[src/rtl/lagarto_fpu_xcpt_arbiter.sv]
// Round-robin arbiter sharing one lagarto_fpu_xcpt unit between N_LANES vector FP
// lanes, with a one-entry response slot and the sticky fflags accumulator.
module lagarto_fpu_xcpt_arbiter #(
  parameter  int N_LANES = 4,
  localparam int LW      = $clog2(N_LANES)
) (
  input  logic                 clk_i,
  input  logic                 rst_i,
  input  logic [N_LANES-1:0]   req_valid_i,
  output logic [N_LANES-1:0]   req_ready_o,
  input  logic [12*N_LANES-1:0] req_exp_i,
  input  logic [55*N_LANES-1:0] req_mant_i,
  input  logic [N_LANES-1:0]   req_ovf_round_i,
  input  logic [N_LANES-1:0]   req_invalid_i,
  input  logic [N_LANES-1:0]   req_dz_i,
  output logic [11:0]          xcpt_exponent_o,
  output logic [54:0]          xcpt_mantissa_o,
  output logic                 xcpt_ovf_round_o,
  output logic                 xcpt_invalid_o,
  input  logic                 xcpt_underflow_i,
  input  logic                 xcpt_overflow_i,
  input  logic                 xcpt_inexact_i,
  input  logic                 xcpt_zero_i,
  output logic                 resp_valid_o,
  input  logic                 resp_ready_i,
  output logic [LW-1:0]        resp_lane_o,
  output logic [4:0]           resp_flags_o,
  output logic                 resp_zero_o,
  input  logic                 flush_i,
  input  logic                 fflags_clr_i,
  output logic [4:0]           fflags_o
);

  typedef enum logic {EMPTY, FULL} state_e;

  state_e        state_q, state_d;
  logic [LW-1:0] ptr_q, ptr_d;
  logic [LW-1:0] lane_q, lane_d;
  logic [4:0]    flags_q, flags_d;
  logic          zero_q, zero_d;
  logic [4:0]    fflags_q, fflags_d;

  logic [LW-1:0] pick;
  logic          any_valid;
  logic          slot_free;
  logic          grant;
  logic          accept;

  // First valid lane at or above ptr, wrapping modulo N_LANES.
  always_comb begin
    pick      = '0;
    any_valid = 1'b0;
    for (int k = 0; k < N_LANES; k++) begin
      int idx;
      idx = int'(ptr_q) + k;
      if (idx >= N_LANES) idx = idx - N_LANES;
      if (!any_valid && req_valid_i[idx]) begin
        any_valid = 1'b1;
        pick      = idx[LW-1:0];
      end
    end
  end

  always_comb begin
    xcpt_exponent_o  = '0;
    xcpt_mantissa_o  = '0;
    xcpt_ovf_round_o = 1'b0;
    xcpt_invalid_o   = 1'b0;
    if (any_valid) begin
      xcpt_exponent_o  = req_exp_i[12*pick +: 12];
      xcpt_mantissa_o  = req_mant_i[55*pick +: 55];
      xcpt_ovf_round_o = req_ovf_round_i[pick];
      xcpt_invalid_o   = req_invalid_i[pick];
    end
  end

  assign slot_free   = (state_q == EMPTY) || resp_ready_i;
  assign grant       = any_valid && slot_free && !flush_i;
  assign accept      = (state_q == FULL) && resp_ready_i && !flush_i;
  assign req_ready_o = grant ? (N_LANES'(1) << pick) : '0;

  always_comb begin
    state_d  = state_q;
    ptr_d    = ptr_q;
    lane_d   = lane_q;
    flags_d  = flags_q;
    zero_d   = zero_q;
    fflags_d = fflags_q;

    // A clear in the accept cycle wipes old flags but keeps the ones being accepted.
    if (accept)
      fflags_d = (fflags_clr_i ? 5'b0 : fflags_q) | flags_q;
    else if (fflags_clr_i)
      fflags_d = 5'b0;

    if (flush_i) begin
      state_d = EMPTY;
    end else if (grant) begin
      state_d = FULL;
      ptr_d   = (pick == LW'(N_LANES - 1)) ? '0 : pick + LW'(1);
      lane_d  = pick;
      flags_d = {req_invalid_i[pick], req_dz_i[pick], xcpt_overflow_i,
                 xcpt_underflow_i, xcpt_inexact_i};
      zero_d  = xcpt_zero_i;
    end else if ((state_q == FULL) && resp_ready_i) begin
      state_d = EMPTY;
    end
  end

  always_ff @(posedge clk_i or posedge rst_i) begin
    if (rst_i) begin
      state_q  <= EMPTY;
      ptr_q    <= '0;
      lane_q   <= '0;
      flags_q  <= '0;
      zero_q   <= 1'b0;
      fflags_q <= '0;
    end else begin
      state_q  <= state_d;
      ptr_q    <= ptr_d;
      lane_q   <= lane_d;
      flags_q  <= flags_d;
      zero_q   <= zero_d;
      fflags_q <= fflags_d;
    end
  end

  assign resp_valid_o = (state_q == FULL);
  assign resp_lane_o  = lane_q;
  assign resp_flags_o = flags_q;
  assign resp_zero_o  = zero_q;
  assign fflags_o     = fflags_q;

endmodule

[config.mk]
export PLATFORM = sky130hd
export DESIGN_NAME = lagarto_fpu_xcpt_arbiter
export DESIGN_NICKNAME = d
export VERILOG_FILES = /design/src/rtl/lagarto_fpu_xcpt_arbiter.sv
export SDC_FILE = /design/constraint.sdc
export NUM_CORES = 1
export LEC_CHECK = 0
export ABC_CLOCK_PERIOD_IN_PS = 2100
export BUFFER_PORTS_ARGS = -buffer_cell sky130_fd_sc_hd__clkbuf_2
export CORE_AREA = 2 2 146 148
export DETAILED_ROUTE_END_ITERATION = 7
export DIE_AREA = 0 0 148 150
export GPL_ROUTABILITY_DRIVEN = 0
export PLACE_DENSITY_LB_ADDON = 0.3
export SLEW_MARGIN = 20
export SYNTH_ARGS = -nofsm -noshare
export SYNTH_HDL_FRONTEND = slang
export SYNTH_SLANG_ARGS = --single-unit
export TNS_END_PERCENT = 20
[constraint.sdc]
create_clock -name clk_i -period 2.1 [get_ports clk_i]
set_input_delay 0.315 -clock clk_i [delete_from_list [all_inputs] [get_ports clk_i]]
set_output_delay 0.315 -clock clk_i [all_outputs]
set_load 0.1 [all_outputs]
; Yosys cells after proc, flatten, opt, wreduce, memory -nomap -nowiden
; Cells that the tools add are included.
[op_classes]
div_mod_pow = 0
n_addsub = 8
mux = 41
n_reduce_logical = 14
n_shift = 3
n_eq_ne = 1
bitwise = 3
mul = 2
order_cmp = 9
[ops]
columns = cell, count
row1 = indexed part select 220 x 9 -> 55 bit, 1
row2 = less-than comparator 32 x 4 -> 1 bit (second input constant), 4
row3 = 2-to-1 mux 32 bit, 4
row4 = 2-to-1 mux 55 bit, 1
row5 = indexed part select 48 x 7 -> 12 bit, 1
row6 = 2-to-1 mux 1 bit, 20
row7 = binary-select mux 1 bit (select 2 bit), 7
row8 = 2-to-1 mux 12 bit, 1
row9 = subtractor 3 x 3 -> 4 bit (second input constant), 3
row10 = 2-to-1 mux 2 bit, 5
row11 = 2-to-1 mux 5 bit, 2
row12 = >= comparator 3 bit (second input constant), 3
row13 = multiplier 6 x 2 -> 8 bit (first input constant), 1
row14 = logical AND 1 bit, 7
row15 = adder 2 x 2 -> 3 bit (second input constant), 2
row16 = OR 5 bit, 1
row17 = logical NOT 1 bit, 4
row18 = multiplier 2 x 2 -> 4 bit (first input constant), 1
row19 = 2-to-1 mux 4 bit, 1
row20 = left shift 1 x 2 -> 4 bit (first input constant), 1
row21 = subtractor 2 x 3 -> 4 bit (second input constant), 1
row22 = adder 2 x 1 -> 3 bit (second input constant), 1
row23 = >= comparator 2 x 3 -> 1 bit (second input constant), 1
row24 = less-than comparator 2 x 3 -> 1 bit (second input constant), 1
row25 = other kinds (6), 7
[word_totals]
mem_count = 0
in_bits = 293
regBits = 16
romBits = 0
word_cells = 87
ram_bits = 0
out_inout_bits = 87
latchBits = 0

; Logic depth before layout (Yosys ltp)
[logic_depth]
word_depth = 19
ltp_mapped = 8
ltp_nobuf = 7

; Least setup slack after synthesis
; Ideal clock, no wire load.
[synth_path]
path_type = register to output
startpoint = register ptr_q[0]
endpoint = output xcpt_exponent_o[10]
path_buffers = 2
path_stages_with_launch = 8
arrival_time_ps = 3869
required_ps = 1785
setup_slack_ps = -2084
cell_sequence = dfrtp_1 > nand2b_1 > a21oi_2 > clkbuf_1 > clkbuf_1 > o31a_1 > a211oi_1 > a211oi_1
[synth_between]
elab_chain_len = 18
word_cells_on_any_way = 44
cone_classes = add/sub (7) / mul (1) / order compare (4) / shift (1) / mux (25) / reduce/logical (6)
[synth_rtl]
columns = item, line
row1 = start: declaration, 37  ; logic [LW-1:0] ptr_q, ptr_d;
row2 = start signal: assignment, 120  ; ptr_q <= ptr_d;
row3 = "parallel branches: the longest is 17 deep, another holds subtractor 3 x 3 -> 4 bit", -
row4 = 2-to-1 mux 12 bit (*), 69  ; if (any_valid) begin
row5 = end: declaration, 16  ; output logic [11:0] xcpt_exponent_o,
; Mark *: on every way between the ends. The select of a mux whose other input is x is not followed.

; Worst setup path in the final report
[layout_path]
startpoint = register ptr_q[0]
endpoint = output xcpt_mantissa_o[42]
[layout_between]
elab_chain_len = 18
word_cells_on_any_way = 44
cone_classes = add/sub (7) / mul (1) / order compare (4) / shift (1) / mux (25) / reduce/logical (6)
[layout_rtl]
columns = item, line
row1 = "parallel branches: the longest is 17 deep, another holds subtractor 3 x 3 -> 4 bit", -
row2 = 2-to-1 mux 55 bit (*), 69
row3 = end: declaration, 17  ; output logic [54:0] xcpt_mantissa_o,
; Marked as above.

==> qor.yml <==
final.setup.tns_ns: -29.37
num_vias: 5276
cts.path.max_buffers: 2
grtUsageTotal: 0.167
grt_pass1_vias: 5323
worst_slack_ns: -0.452
nNetsFinal: 1148
route.detailed.drc: 0
finalClockSkew_ns: 0.00216
final_cell_mix: "clkbuf_2 (306), buf_12 (88), a211oi_4 (69)"
io_pins: 380
cts.sinks: 16
dr.first_iter.drc_count: 134
final_common_cell: "clkbuf_2"
power_density_nw_per_um2: 1710
path_max_fanout: 7
maxSlewViolCount: 0
dp_cells: 1115
min_path_type: "primary input to async pin"
place_ws_ns: -0.400
cts_root_buf: "clkbuf_16"
fmax_ghz: 0.392
drive_above_1_share: 0.704
cp.required_ns: 1.78
grt-ovfl-total: 0
worst_setup_path_end_kind: "primary output"
max-slew-margin-rel: 0.544
clkTransAtPathRegs_ns: 0.05
drt-pass1-iter-count: 4
grt_pass1_wl_um: 29400
violations: "setup timing"
die_h_um: 150
die_x_um: 148
rsz0062_at_grt: "yes"
hpwl_um: 16700
yosys_warnings: 0
fin_crit_ns: 2.55
row_count: 53
core_um2: 20700
grt_antenna_before_repair: 0
cts_tree: "done"
portBuffers: 379
synth_cell_types: 29
worst-setup-path-type: "flop to primary output"
syn-num-nets: 728
fin_crit_sh: 1.22
initial_core_util: 0.165
r2r-end: "ptr_q[1]"
syn_area_um2: 3410
cts_buffers: 3
clk_latency_ns: 0.24
whs_ns: 0.120
fin_cells: 1125
peakVddDrop_v: 0.00116
hold_violations: 0
setup_viol: 73
critPathLaunchType: "flop"
syn-instance-count: 431
p_leak_nw: 3.91
routed_wl_um: 20600
synth-seq-area-share: 0.118
r2r-start: "ptr_q[0]"
syn_to_final_growth_pct: 156
r2r.worst_path.cells: 9
n_antenna_cell: 0
worst_pin_slew_ns: 0.679
fin_util: 0.421
status: "finished with violations"
syn_area_per_cell_um2: 7.90
viasPerCell: 4.69
synth-seq-cells: 16
grt_max_degree: 34
maxCapViolCount: 0
post_drt_wl_per_cell_um: 18.3
dieArea_um2: 22200
r2r_setup_slack_ns: 0.25
antenna_left: 0
htreeDepth: 1
crit_arrival_ns: 2.24
==> synthesized netlist by cell type <==
cell | number | area [um^2]
nand3_1 | 1 | 5.00
inv_2 | 1 | 3.75
o31a_1 | 68 | 596
o21a_1 | 2 | 15.0
buf_2 | 10 | 50.1
a21oi_2 | 1 | 8.76
nor2_1 | 2 | 7.51
clkbuf_1 | 49 | 184
nand2b_1 | 2 | 12.5
and2_1 | 5 | 31.3
mux2i_1 | 71 | 711
ha_1 | 4 | 50.1
nor4_1 | 1 | 6.26
a211oi_1 | 138 | 1040
o21ai_0 | 7 | 35.0
a21oi_1 | 1 | 5.00
nor2b_1 | 5 | 31.3
or3_1 | 1 | 6.26
a211o_1 | 1 | 8.76
inv_1 | 8 | 30.0
and3_1 | 1 | 6.26
a21o_1 | 1 | 7.51
nor3_1 | 1 | 5.00
buf_1 | 1 | 3.75
nand2_1 | 29 | 109
dfrtp_1 | 16 | 400
o221ai_1 | 2 | 17.5
and3b_1 | 1 | 8.76
nor3_4 | 1 | 16.3
==> timing repair <==
| item | in CTS | in global routing |
|---|---|---|
| pin swaps | 31 | 14 |
| buffers inserted | 3 | 1 |
| hold buffers | 0 | 0 |
| gates cloned | 0 | 3 |
| gates resized for setup | 34 | 27 |
| endpoints found under the setup margin | 73 | 73 |
==> report_power, final <==
group          total [mW]  switching, mW  internal [mW]
Combinational        14.0           8.65           5.37
Clock               0.400          0.112          0.289
Sequential          0.436         0.0610          0.375
==> critical path, stage by stage, from the launching register on <==
cell       delay (ns)
dfrtp_1          0.41
nor2b_4          0.07
o21a_4           0.23
nor3_4           0.21
bufinv_16        0.24
buf_6            0.14
mux2i_2          0.17
a211oi_4         0.30
buf_12           0.21
==> worst max-delay path by stage <==
stage	from	to	slack, ns	depth (start not counted)
detailed placement	req_valid_i[2]	xcpt_mantissa_o[54]	-0.40	8
global placement	req_valid_i[2]	xcpt_mantissa_o[54]	-0.42	8
floorplan	req_valid_i[2]	xcpt_exponent_o[4]	-0.58	8
global route	ptr_q[0]	xcpt_mantissa_o[42]	-0.56	8
finish	ptr_q[0]	xcpt_mantissa_o[42]	-0.45	8
CTS	ptr_q[0]	xcpt_mantissa_o[6]	-0.49	9
==> layer usage <==
metal  vias to the layer above  GRT usage  part of all wire
met5                         -          0                 0
met4                         0     0.0190            0.0075
met3                        10     0.0216             0.057
met1                      2498      0.215              0.42
li1                       2539          -                 -
met2                       229      0.304              0.51
==> cells by family (layout without fill, tap and decap cells) <==
| kind of cell | after synthesis | in the layout | synth area share |
|---|---|---|---|
| and+or+nand+nor | 50 | 50 | 0.0720 |
| AOI/OAI and AO/OA | 221 | 221 | 0.508 |
| muxes | 71 | 71 | 0.209 |
| DFF | 16 | 16 | 0.118 |
| adders and majority gates | 4 | 4 | 0.0147 |
| buffers and inverters | 69 | 488 | 0.0797 |
==> per-stage QoR <==
stage | total power [mW] | area, um^2
floorplan | 9.28 | 4370
global placement | 14.0 | 8280
detailed placement | 14.0 | 8280
CTS | 14.7 | 8550
global route | 15.4 | 8710
finish | 14.9 | 8710
==> sequential cells by signal, indices dropped and copies added, names as in the netlist <==
name,count
resp_flags_o,5
resp_valid_o,1
fflags_o,5
resp_lane_o,2
resp_zero_o,1
ptr_q,2
==> area by class of cell <==
cell class,count,area [um^2]
inverters,9,60.1
repair inverters,1,11.3
fillers,2053,12000
clock buffers,4,88.8
well taps,275,344
multi-input cells,346,3830
repair buffers,474,3970
flip-flops and latches,16,402
No activity file was read; power rests on OpenSTA's default activity.
